**src/rtl/bht_port_ctrl.sv**
```systemverilog
// -----------------------------------------------------------------------------
// bht_port_ctrl
//
// Sequencer for a single-ported pattern history table (PHT) of 2^IDX_W
// two-bit saturating branch counters kept in an external SRAM with a 1-cycle
// read latency. Fetch-side lookups and execute-side resolved-branch updates
// share the one SRAM port. The table is cleared to INIT_VAL after reset.
// Updates are queued in a small FIFO and applied as read-modify-writes.
//
// Ports
//   clk, rst_n                  clock (rising edge), async active-low reset
//   lookup_valid/idx/ready      fetch prediction request handshake
//   pred_valid, pred_taken      prediction, one cycle after an accepted lookup
//   upd_valid/idx/taken/ready   resolved-branch update handshake (into FIFO)
//   mem_en/we/addr/wdata        SRAM command port
//   mem_rdata                   SRAM read data, valid the cycle after a read
//   init_done                   table initialisation complete
//
// state   | meaning
// --------+---------------------------------------------------------------
// INIT    | write INIT_VAL to every entry, one address per cycle
// RUN     | arbitrate the port: full-FIFO drain > lookup > pending update
// UPD_WR  | write back the saturated counter for the FIFO head, then pop
// -----------------------------------------------------------------------------
module bht_port_ctrl #(
    parameter int         IDX_W      = 6,
    parameter int         FIFO_DEPTH = 4,
    parameter logic [1:0] INIT_VAL   = 2'b01
) (
    input  logic             clk,
    input  logic             rst_n,
    input  logic             lookup_valid,
    input  logic [IDX_W-1:0] lookup_idx,
    output logic             lookup_ready,
    output logic             pred_valid,
    output logic             pred_taken,
    input  logic             upd_valid,
    input  logic [IDX_W-1:0] upd_idx,
    input  logic             upd_taken,
    output logic             upd_ready,
    output logic             mem_en,
    output logic             mem_we,
    output logic [IDX_W-1:0] mem_addr,
    output logic [1:0]       mem_wdata,
    input  logic [1:0]       mem_rdata,
    output logic             init_done
);

    localparam int PTR_W = $clog2(FIFO_DEPTH);
    localparam int CNT_W = PTR_W + 1;
    localparam logic [CNT_W-1:0] FULL_CNT = CNT_W'(FIFO_DEPTH);
    localparam logic [IDX_W-1:0] LAST_IDX = '1;

    typedef enum logic [1:0] {
        ST_INIT   = 2'd0,
        ST_RUN    = 2'd1,
        ST_UPD_WR = 2'd2
    } state_t;

    state_t             state_q, state_d;
    logic [IDX_W-1:0]   init_cnt_q, init_cnt_d;
    logic               init_done_q, init_done_d;
    logic               pred_valid_q, pred_valid_d;

    // FIFO entry layout: {idx, taken}
    logic [IDX_W:0]     fifo_q [FIFO_DEPTH];
    logic [IDX_W:0]     fifo_d [FIFO_DEPTH];
    logic [PTR_W-1:0]   wr_ptr_q, wr_ptr_d;
    logic [PTR_W-1:0]   rd_ptr_q, rd_ptr_d;
    logic [CNT_W-1:0]   count_q, count_d;

    logic               fifo_full;
    logic               fifo_empty;
    logic               push;
    logic               pop;
    logic [IDX_W-1:0]   head_idx;
    logic               head_taken;
    logic [1:0]         ctr_new;

    logic               mem_en_c;
    logic               mem_we_c;
    logic [IDX_W-1:0]   mem_addr_c;
    logic [1:0]         mem_wdata_c;

    always_comb begin
        fifo_full  = (count_q == FULL_CNT);
        fifo_empty = (count_q == '0);
        {head_idx, head_taken} = fifo_q[rd_ptr_q];
    end

    assign upd_ready    = init_done_q && !fifo_full;
    assign lookup_ready = (state_q == ST_RUN) && !fifo_full;
    assign push         = upd_valid && upd_ready;
    assign init_done    = init_done_q;
    assign pred_valid   = pred_valid_q;
    // Read data is only meaningful in the cycle after an accepted lookup.
    assign pred_taken   = pred_valid_q & mem_rdata[1];

    // Saturating counter update for the head entry, from the read issued in RUN.
    always_comb begin
        ctr_new = mem_rdata;
        if (head_taken) begin
            if (mem_rdata != 2'b11) ctr_new = mem_rdata + 2'd1;
        end else begin
            if (mem_rdata != 2'b00) ctr_new = mem_rdata - 2'd1;
        end
    end

    always_comb begin
        state_d      = state_q;
        init_cnt_d   = init_cnt_q;
        init_done_d  = init_done_q;
        pred_valid_d = 1'b0;
        pop          = 1'b0;
        mem_en_c     = 1'b0;
        mem_we_c     = 1'b0;
        mem_addr_c   = '0;
        mem_wdata_c  = '0;

        case (state_q)
            ST_INIT: begin
                mem_en_c    = 1'b1;
                mem_we_c    = 1'b1;
                mem_addr_c  = init_cnt_q;
                mem_wdata_c = INIT_VAL;
                init_cnt_d  = init_cnt_q + IDX_W'(1);
                if (init_cnt_q == LAST_IDX) begin
                    state_d     = ST_RUN;
                    init_done_d = 1'b1;
                end
            end
            ST_RUN: begin
                // A full FIFO takes the port ahead of lookups so updates
                // cannot be starved by a continuous lookup stream.
                if (fifo_full) begin
                    mem_en_c   = 1'b1;
                    mem_addr_c = head_idx;
                    state_d    = ST_UPD_WR;
                end else if (lookup_valid) begin
                    mem_en_c     = 1'b1;
                    mem_addr_c   = lookup_idx;
                    pred_valid_d = 1'b1;
                end else if (!fifo_empty) begin
                    mem_en_c   = 1'b1;
                    mem_addr_c = head_idx;
                    state_d    = ST_UPD_WR;
                end
            end
            ST_UPD_WR: begin
                mem_en_c    = 1'b1;
                mem_we_c    = 1'b1;
                mem_addr_c  = head_idx;
                mem_wdata_c = ctr_new;
                pop         = 1'b1;
                state_d     = ST_RUN;
            end
            default: begin
                state_d = ST_INIT;
            end
        endcase

        // The state register already sits in INIT during reset; keep the
        // SRAM port quiet until reset is actually released.
        if (!rst_n) begin
            mem_en_c    = 1'b0;
            mem_we_c    = 1'b0;
            mem_addr_c  = '0;
            mem_wdata_c = '0;
        end
    end

    assign mem_en    = mem_en_c;
    assign mem_we    = mem_we_c;
    assign mem_addr  = mem_addr_c;
    assign mem_wdata = mem_wdata_c;

    always_comb begin
        fifo_d   = fifo_q;
        wr_ptr_d = wr_ptr_q;
        rd_ptr_d = rd_ptr_q;
        count_d  = count_q;
        if (push) begin
            fifo_d[wr_ptr_q] = {upd_idx, upd_taken};
            wr_ptr_d         = wr_ptr_q + PTR_W'(1);
        end
        if (pop) begin
            rd_ptr_d = rd_ptr_q + PTR_W'(1);
        end
        case ({push, pop})
            2'b10:   count_d = count_q + CNT_W'(1);
            2'b01:   count_d = count_q - CNT_W'(1);
            default: count_d = count_q;
        endcase
    end

    always_ff @(posedge clk or negedge rst_n) begin
        if (!rst_n) begin
            state_q      <= ST_INIT;
            init_cnt_q   <= '0;
            init_done_q  <= 1'b0;
            pred_valid_q <= 1'b0;
            wr_ptr_q     <= '0;
            rd_ptr_q     <= '0;
            count_q      <= '0;
            for (int i = 0; i < FIFO_DEPTH; i++) begin
                fifo_q[i] <= '0;
            end
        end else begin
            state_q      <= state_d;
            init_cnt_q   <= init_cnt_d;
            init_done_q  <= init_done_d;
            pred_valid_q <= pred_valid_d;
            wr_ptr_q     <= wr_ptr_d;
            rd_ptr_q     <= rd_ptr_d;
            count_q      <= count_d;
            fifo_q       <= fifo_d;
        end
    end

endmodule
```
**config.mk**
```make
export PLATFORM = sky130hd
export DESIGN_NAME = bht_port_ctrl
export DESIGN_NICKNAME = d
export VERILOG_FILES = /design/src/rtl/bht_port_ctrl.sv
export SDC_FILE = /design/constraint.sdc
export NUM_CORES = 1
export LEC_CHECK = 0
export CELL_PAD_IN_SITES_DETAIL_PLACEMENT = 1
export CELL_PAD_IN_SITES_GLOBAL_PLACEMENT = 2
export CORE_MARGIN = 2
export CORE_UTILIZATION = 39
export DETAILED_ROUTE_END_ITERATION = 12
export GPL_TIMING_DRIVEN = 0
export PLACE_DENSITY = 0.82
export SKIP_CTS_REPAIR_TIMING = 1
export SLEW_MARGIN = 5
export SYNTH_ARGS = -nofsm -noshare
export SYNTH_HDL_FRONTEND = slang
export SYNTH_SLANG_ARGS = --single-unit
```
**constraint.sdc**
```tcl
create_clock -name clk -period 3.5 [get_ports clk]
set_input_delay 0.7 -clock clk [delete_from_list [all_inputs] [get_ports clk]]
set_output_delay 0.7 -clock clk [all_outputs]
set_load 0.02 [all_outputs]
```
==> results.sh, run 1 <==
export IMPL_status="finished clean"
export IMPL_post_place_ws_ns=0.0932
export IMPL_h_tree_depth=2
export IMPL_dr_pass1_iters=6
export IMPL_ant_nets=0
export IMPL_grt_pass1_wl_um=8650
export IMPL_dieWidth_um=79.8
export IMPL_final_period_utilization_pct=94.5
export IMPL_setup_viol=0
export IMPL_netlist_area_mm2=0.00224
export IMPL_num_rows=27
export IMPL_crit_chain="clkdlybuf4s50_1 -> inv_1 -> a211oi_2 -> a222oi_1 -> nor2_1 -> clkdlybuf4s50_1"
export IMPL_maxCapViolCount=0
export IMPL_ys_flop_type="dfrtp_1"
export IMPL_cp_slowest_stage_delay_ns=0.63
export IMPL_async_flop_share_pct=100
export IMPL_drt_wirelength_per_cell_um=18.7
export IMPL_yosys_area_top_type="dfrtp_1"
export IMPL_yosys_cell_types_count=35
export IMPL_yosysWarningCount=0
export IMPL_worst_setup_path_type="input port to primary output"
export IMPL_drtIter0Drc=69
export IMPL_critPathCaptureType="primary output"
export IMPL_viasPerCell=5.44
export IMPL_netlist_top_cells_count="dfrtp_1, mux2_2, nor2_1"
export IMPL_vias=1549
export IMPL_grt_pass1_vias=1741
export IMPL_p_leak_uw=0.00131
export IMPL_ctsRootBufferMaster="clkbuf_8"
export IMPL_fin_cells=285
export IMPL_syn_avg_cell_area_um2=13.1
export IMPL_drive_gt1_share_pct=23.0
export IMPL_clock_sinks=45
export IMPL_cp_common_cell="clkdlybuf4s50_1"
export IMPL_grt_start_max_net_pins=27
export IMPL_start_util_pct=40.4
export IMPL_critPathArrivalTime_ns=2.61
export IMPL_clkTransAtPathRegs_ns=0.09
export IMPL_io_pins=34
export IMPL_fmax_mhz=302
export IMPL_clock_path_buffers=2
export IMPL_layout_setup_ws_ns=0.194
export IMPL_die_area_mm2=0.00636
export IMPL_worstSetupStartpointType="input port"
export IMPL_worstSkewPairLatency_ns=0.31
export IMPL_critPathBufInv=3
export IMPL_numCtsBuffers=5
export IMPL_skew_ns=0.0112
export IMPL_gp_congestion=0.857
export IMPL_yosysSeqAreaShare_pct=50.3
export IMPL_die_h_um=79.8
export IMPL_cp_max_fo=7
export IMPL_dp_cells=277
export IMPL_port_buffers=33
export IMPL_ys_ff_latch=45
export IMPL_relSlewSlack_pct=58.0
export IMPL_drc=0
export IMPL_hold_violations=0
export IMPL_synth_fp_nets=197
export IMPL_grt_overflow=0
export IMPL_synth_edf_count=0
export IMPL_power_density_mw_per_mm2=348
export IMPL_antenna_found_initial=0
export IMPL_period_needed_ns=3.31
export IMPL_critPathSlowestCell="clkdlybuf4s50_1"
export IMPL_max_slew_worst_pin_slew_ns=0.629
export IMPL_ir_drop_mv=0.203
export IMPL_core_area_mm2=0.00554
export IMPL_synth_top_area_share_pct=50.3
export IMPL_synth_most_common_cell="dfrtp_1"
export IMPL_grt_usage_pct=18.3
export IMPL_hpwl_um=3950
export IMPL_netlist_instances=171
export IMPL_synth_area_leaders="dfrtp_1, mux2_2, mux4_1"
export IMPL_critPathRequiredTime_ns=2.80
export IMPL_cts_tree="built"
export IMPL_hold_class="input port to asynchronous set/reset pin"
export IMPL_wl_um=5330
export IMPL_drv_slew=0
export IMPL_area_growth_pct=25.2
export IMPL_critical_path_top_delay_family="buffers and inverters"
export IMPL_antenna_cells=0
export IMPL_grt_setup_unrepaired="no"
export IMPL_finish_net_count=238
export IMPL_holdWs_ns=0.399
## worst paths after layout
path / startpoint / endpoint / slack (ns) / depth (start not counted)
worst max-delay path: lookup_valid / mem_addr[0] / 0.19 / 6
worst min register to register: fifo_q[19] / fifo_q[19] / 0.50 / 1
min in group clk: fifo_q[19] / fifo_q[19] / 0.50 / 1
worst min-delay path: rst_n / init_cnt_q[3] / 0.40 / 1
worst max register to register: count_q[0] / count_q[2] / 1.30 / 9
max in group asynchronous: rst_n / fifo_q[18] / 2.56 / 2
## state kept, by name, indices dropped and copies added, names as in the netlist
| register | count |
|---|---|
| count_q | 3 |
| fifo_q | 28 |
| init_cnt_q | 6 |
| init_done | 1 |
| pred_valid | 1 |
| rd_ptr_q | 2 |
| state_q | 2 |
| wr_ptr_q | 2 |
## where the power goes
group	internal (uW)	leakage, uW	switching [uW]
combinational	27.9	0.000655	28.1
clock	214	0.0000554	184
sequential	519	0.000604	0
## kinds of logic after synthesis
logic type,share of synthesized area (%)
flip-flops,50.3
AND/OR/NAND/NOR,7.77
multiplexers,23.1
AO/OA/AOI/OAI,7.21
buffers and inverters,2.57
XOR/XNOR,4.30
adder cells (fa/ha/maj),4.75
## stage by stage
step                area, um^2  setup TNS, ns  util, %  total power, uW
floorplan                 2240              0        -              540
global placement          2660         -11.13     48.0              581
detailed placement        2680              0     48.4              586
CTS                       2790              0     50.4              987
global route              2800              0     50.6             1020
finish                    2800              0     50.6              974
## worst reg2reg max path, cell delays in order, from the launching register on
cell,delay [ns]
dfrtp_1,0.44
nor2_1,0.40
a21oi_4,0.18
inv_1,0.09
ha_1,0.18
inv_1,0.06
fa_1,0.37
xor2_1,0.15
nor2_1,0.13
xor2_1,0.15
## cell usage in the layout, fill, tap and decap left out, drive strengths merged, types with 2 or more instances in the layout
cell type,n
a21oi,4
a222oi,6
buf,4
clkbuf,8
clkdlybuf4s50,32
dfrtp,45
ha,6
inv,9
mux2,29
mux4,7
nand2,13
nand2b,2
nand4,2
nor2,15
nor3,2
o21ai,2
xnor2,6
xor2,5
## cell type report
class,instances,area [um^2]
Clock inverter,2,38.8
Sequential cell,45,1130
Fill cell,568,2740
Tap cell,72,90.1
Multi-Input combinational cell,113,1060
Buffer,4,23.8
Inverter,9,33.8
Clock buffer,6,72.6
Timing Repair Buffer,34,353
## routing by layer
layer	part of all wire (%)	track usage, %	up-vias
li1	-	-	700
met1	41	21.1	803
met4	1.2	5.25	0
met5	0	0	-
met3	4.5	4.30	4
met2	53	33.7	42
Power figures use the tool's default switching activity.
==> run 2, diff against run 1 <==
--- a/config.mk
+++ b/config.mk
@@ -9,8 +9,9 @@
 export CELL_PAD_IN_SITES_GLOBAL_PLACEMENT = 2
 export CORE_MARGIN = 2
-export CORE_UTILIZATION = 39
+export CORE_UTILIZATION = 41
+export CTS_BUF_LIST = sky130_fd_sc_hd__clkbuf_4
 export DETAILED_ROUTE_END_ITERATION = 12
 export GPL_TIMING_DRIVEN = 0
-export PLACE_DENSITY = 0.82
+export PLACE_DENSITY = 0.86
 export SKIP_CTS_REPAIR_TIMING = 1
 export SLEW_MARGIN = 5
==> constraint.sdc (replaced) <==
create_clock -name clk -period 3.5 [get_ports clk]
set_input_delay 0.7 -clock clk [delete_from_list [all_inputs] [get_ports clk]]
set_output_delay 0.7 -clock clk [all_outputs]
set_load 0.1 [all_outputs]
==> results.sh, run 2 (same netlist as run 1, synthesis figures left out) <==
export IMPL_io_pins=34
export IMPL_worstSetupStartpointType="input port"
export IMPL_routed_top_layer="met4"
export IMPL_start_util_pct=43.3
export IMPL_maxCapViolCount=0
export IMPL_gp_congestion=0.851
export IMPL_antenna_found_initial=0
export IMPL_skew_ns=0.0117
export IMPL_h_tree_depth=2
export IMPL_core_area_mm2=0.00517
export IMPL_die_h_um=77.9
export IMPL_hold_violations=0
export IMPL_drv_slew=0
export IMPL_met3_length_um=181
export IMPL_power_density_mw_per_mm2=338
export IMPL_critPathBufInv=2
export IMPL_crit_chain="clkdlybuf4s50_1 -> o21a_1 -> o31ai_2 -> a222oi_1 -> nor2_1 -> clkbuf_2"
export IMPL_largest_register="fifo_q"
export IMPL_cp_max_fo=6
export IMPL_ir_drop_mv=0.177
export IMPL_final_cell_mix="dfrtp_1, mux2_2, clkdlybuf4s50_1"
export IMPL_wl_met2_um=2590
export IMPL_fin_cells=283
export IMPL_ant_nets=0
export IMPL_drc=0
export IMPL_critical_path_top_delay_family="buffers and inverters"
export IMPL_largest_reg_flops=28
export IMPL_grt_overflow=0
export IMPL_viasPerCell=5.34
export IMPL_clock_sinks=45
export IMPL_drtIter0Drc=39
export IMPL_clock_path_buffers=2
export IMPL_grt_pass1_vias=1703
export IMPL_grt_setup_unrepaired="no"
export IMPL_area_growth_pct=22.4
export IMPL_setup_viol=0
export IMPL_grt_start_max_net_pins=31
export IMPL_critPathArrivalTime_ns=2.56
export IMPL_drt_wirelength_per_cell_um=17.7
export IMPL_port_buffers=33
export IMPL_max_slew_worst_pin_slew_ns=0.974
export IMPL_layout_setup_ws_ns=0.241
export IMPL_num_rows=26
export IMPL_antenna_cells=0
export IMPL_final_period_utilization_pct=93.1
export IMPL_drive_gt1_share_pct=27.2
export IMPL_finalSetupTns_ns=0
export IMPL_final_common_cell="dfrtp_1"
export IMPL_dieWidth_um=77.9
export IMPL_critPathSlowestCell="clkbuf_2"
export IMPL_hold_class="input port to asynchronous set/reset pin"
export IMPL_hpwl_um=3810
export IMPL_wl_um=5010
export IMPL_largestRegisters="fifo_q (28), init_cnt_q (6), count_q (3)"
export IMPL_vias=1510
export IMPL_grt_pass1_wl_um=8640
export IMPL_worstSkewPairLatency_ns=0.36
export IMPL_fmax_mhz=307
export IMPL_die_area_mm2=0.00607
export IMPL_post_place_ws_ns=-0.413
export IMPL_cts_tree="built"
export IMPL_dp_cells=275
export IMPL_critPathCaptureType="primary output"
export IMPL_period_needed_ns=3.26
export IMPL_cp_slowest_stage_delay_ns=0.47
export IMPL_finish_net_count=238
export IMPL_clkTransAtPathRegs_ns=0.14
export IMPL_relSlewSlack_pct=34.9
export IMPL_worst_setup_path_type="input port to primary output"
export IMPL_status="finished clean"
export IMPL_routedLengthMet1_um=2200
export IMPL_ctsRootBufferMaster="clkbuf_4"
export IMPL_dr_pass1_iters=6
export IMPL_numCtsBuffers=5
export IMPL_grt_usage_pct=18.3
export IMPL_p_leak_uw=0.00135
export IMPL_utilization_pct=53.0
export IMPL_critPathRequiredTime_ns=2.80
run 2: layout make-up:
type | count | area [um^2]
fill | 539 | 2430
sequential | 45 | 1130
multi-input combinational | 113 | 1060
timing repair buffer | 34 | 323
tap | 70 | 87.6
clock inverter | 3 | 47.5
clock buffer | 5 | 37.5
inverter | 9 | 33.8
buffer | 4 | 23.8
run 2: power breakdown:
group,leakage (uW),total [uW],internal (uW),switching (uW)
combinational,0.000696,71.6,25.8,45.8
clock,0.0000462,335,156,179
sequential,0.000604,520,520,0
run 2: final timing paths:
check	end	from	slack [ns]	depth (start not counted)
max	mem_addr[2]	lookup_valid	0.24	6
min	init_cnt_q[2]	rst_n	0.25	1
max reg2reg	count_q[2]	count_q[0]	1.25	9
min reg2reg	fifo_q[17]	fifo_q[17]	0.52	1
max in group asynchronous	fifo_q[7]	rst_n	2.73	2
min in group clk	fifo_q[17]	fifo_q[17]	0.52	1
run 2: through the flow:
| step | hold WS [ns] | cell area [um^2] | total power (uW) |
|---|---|---|---|
| floorplan | 0.404 | 2240 | 559 |
| global placement | 0.478 | 2660 | 599 |
| detailed placement | 0.489 | 2680 | 604 |
| CTS | 0.259 | 2760 | 942 |
| global route | 0.252 | 2740 | 963 |
| finish | 0.255 | 2740 | 926 |
run 2: metal layers:
metal,GRT usage (%),up-vias
met2,31.9,33
met4,4.91,0
met1,23.0,765
met5,0,-
li1,-,706
met3,4.07,6
==> run 3, diff against run 2 <==
- CAP_MARGIN: unset -> 20
==> results of run 3 <==
The final DEF is identical to that of run 2; final timing and power are the same.
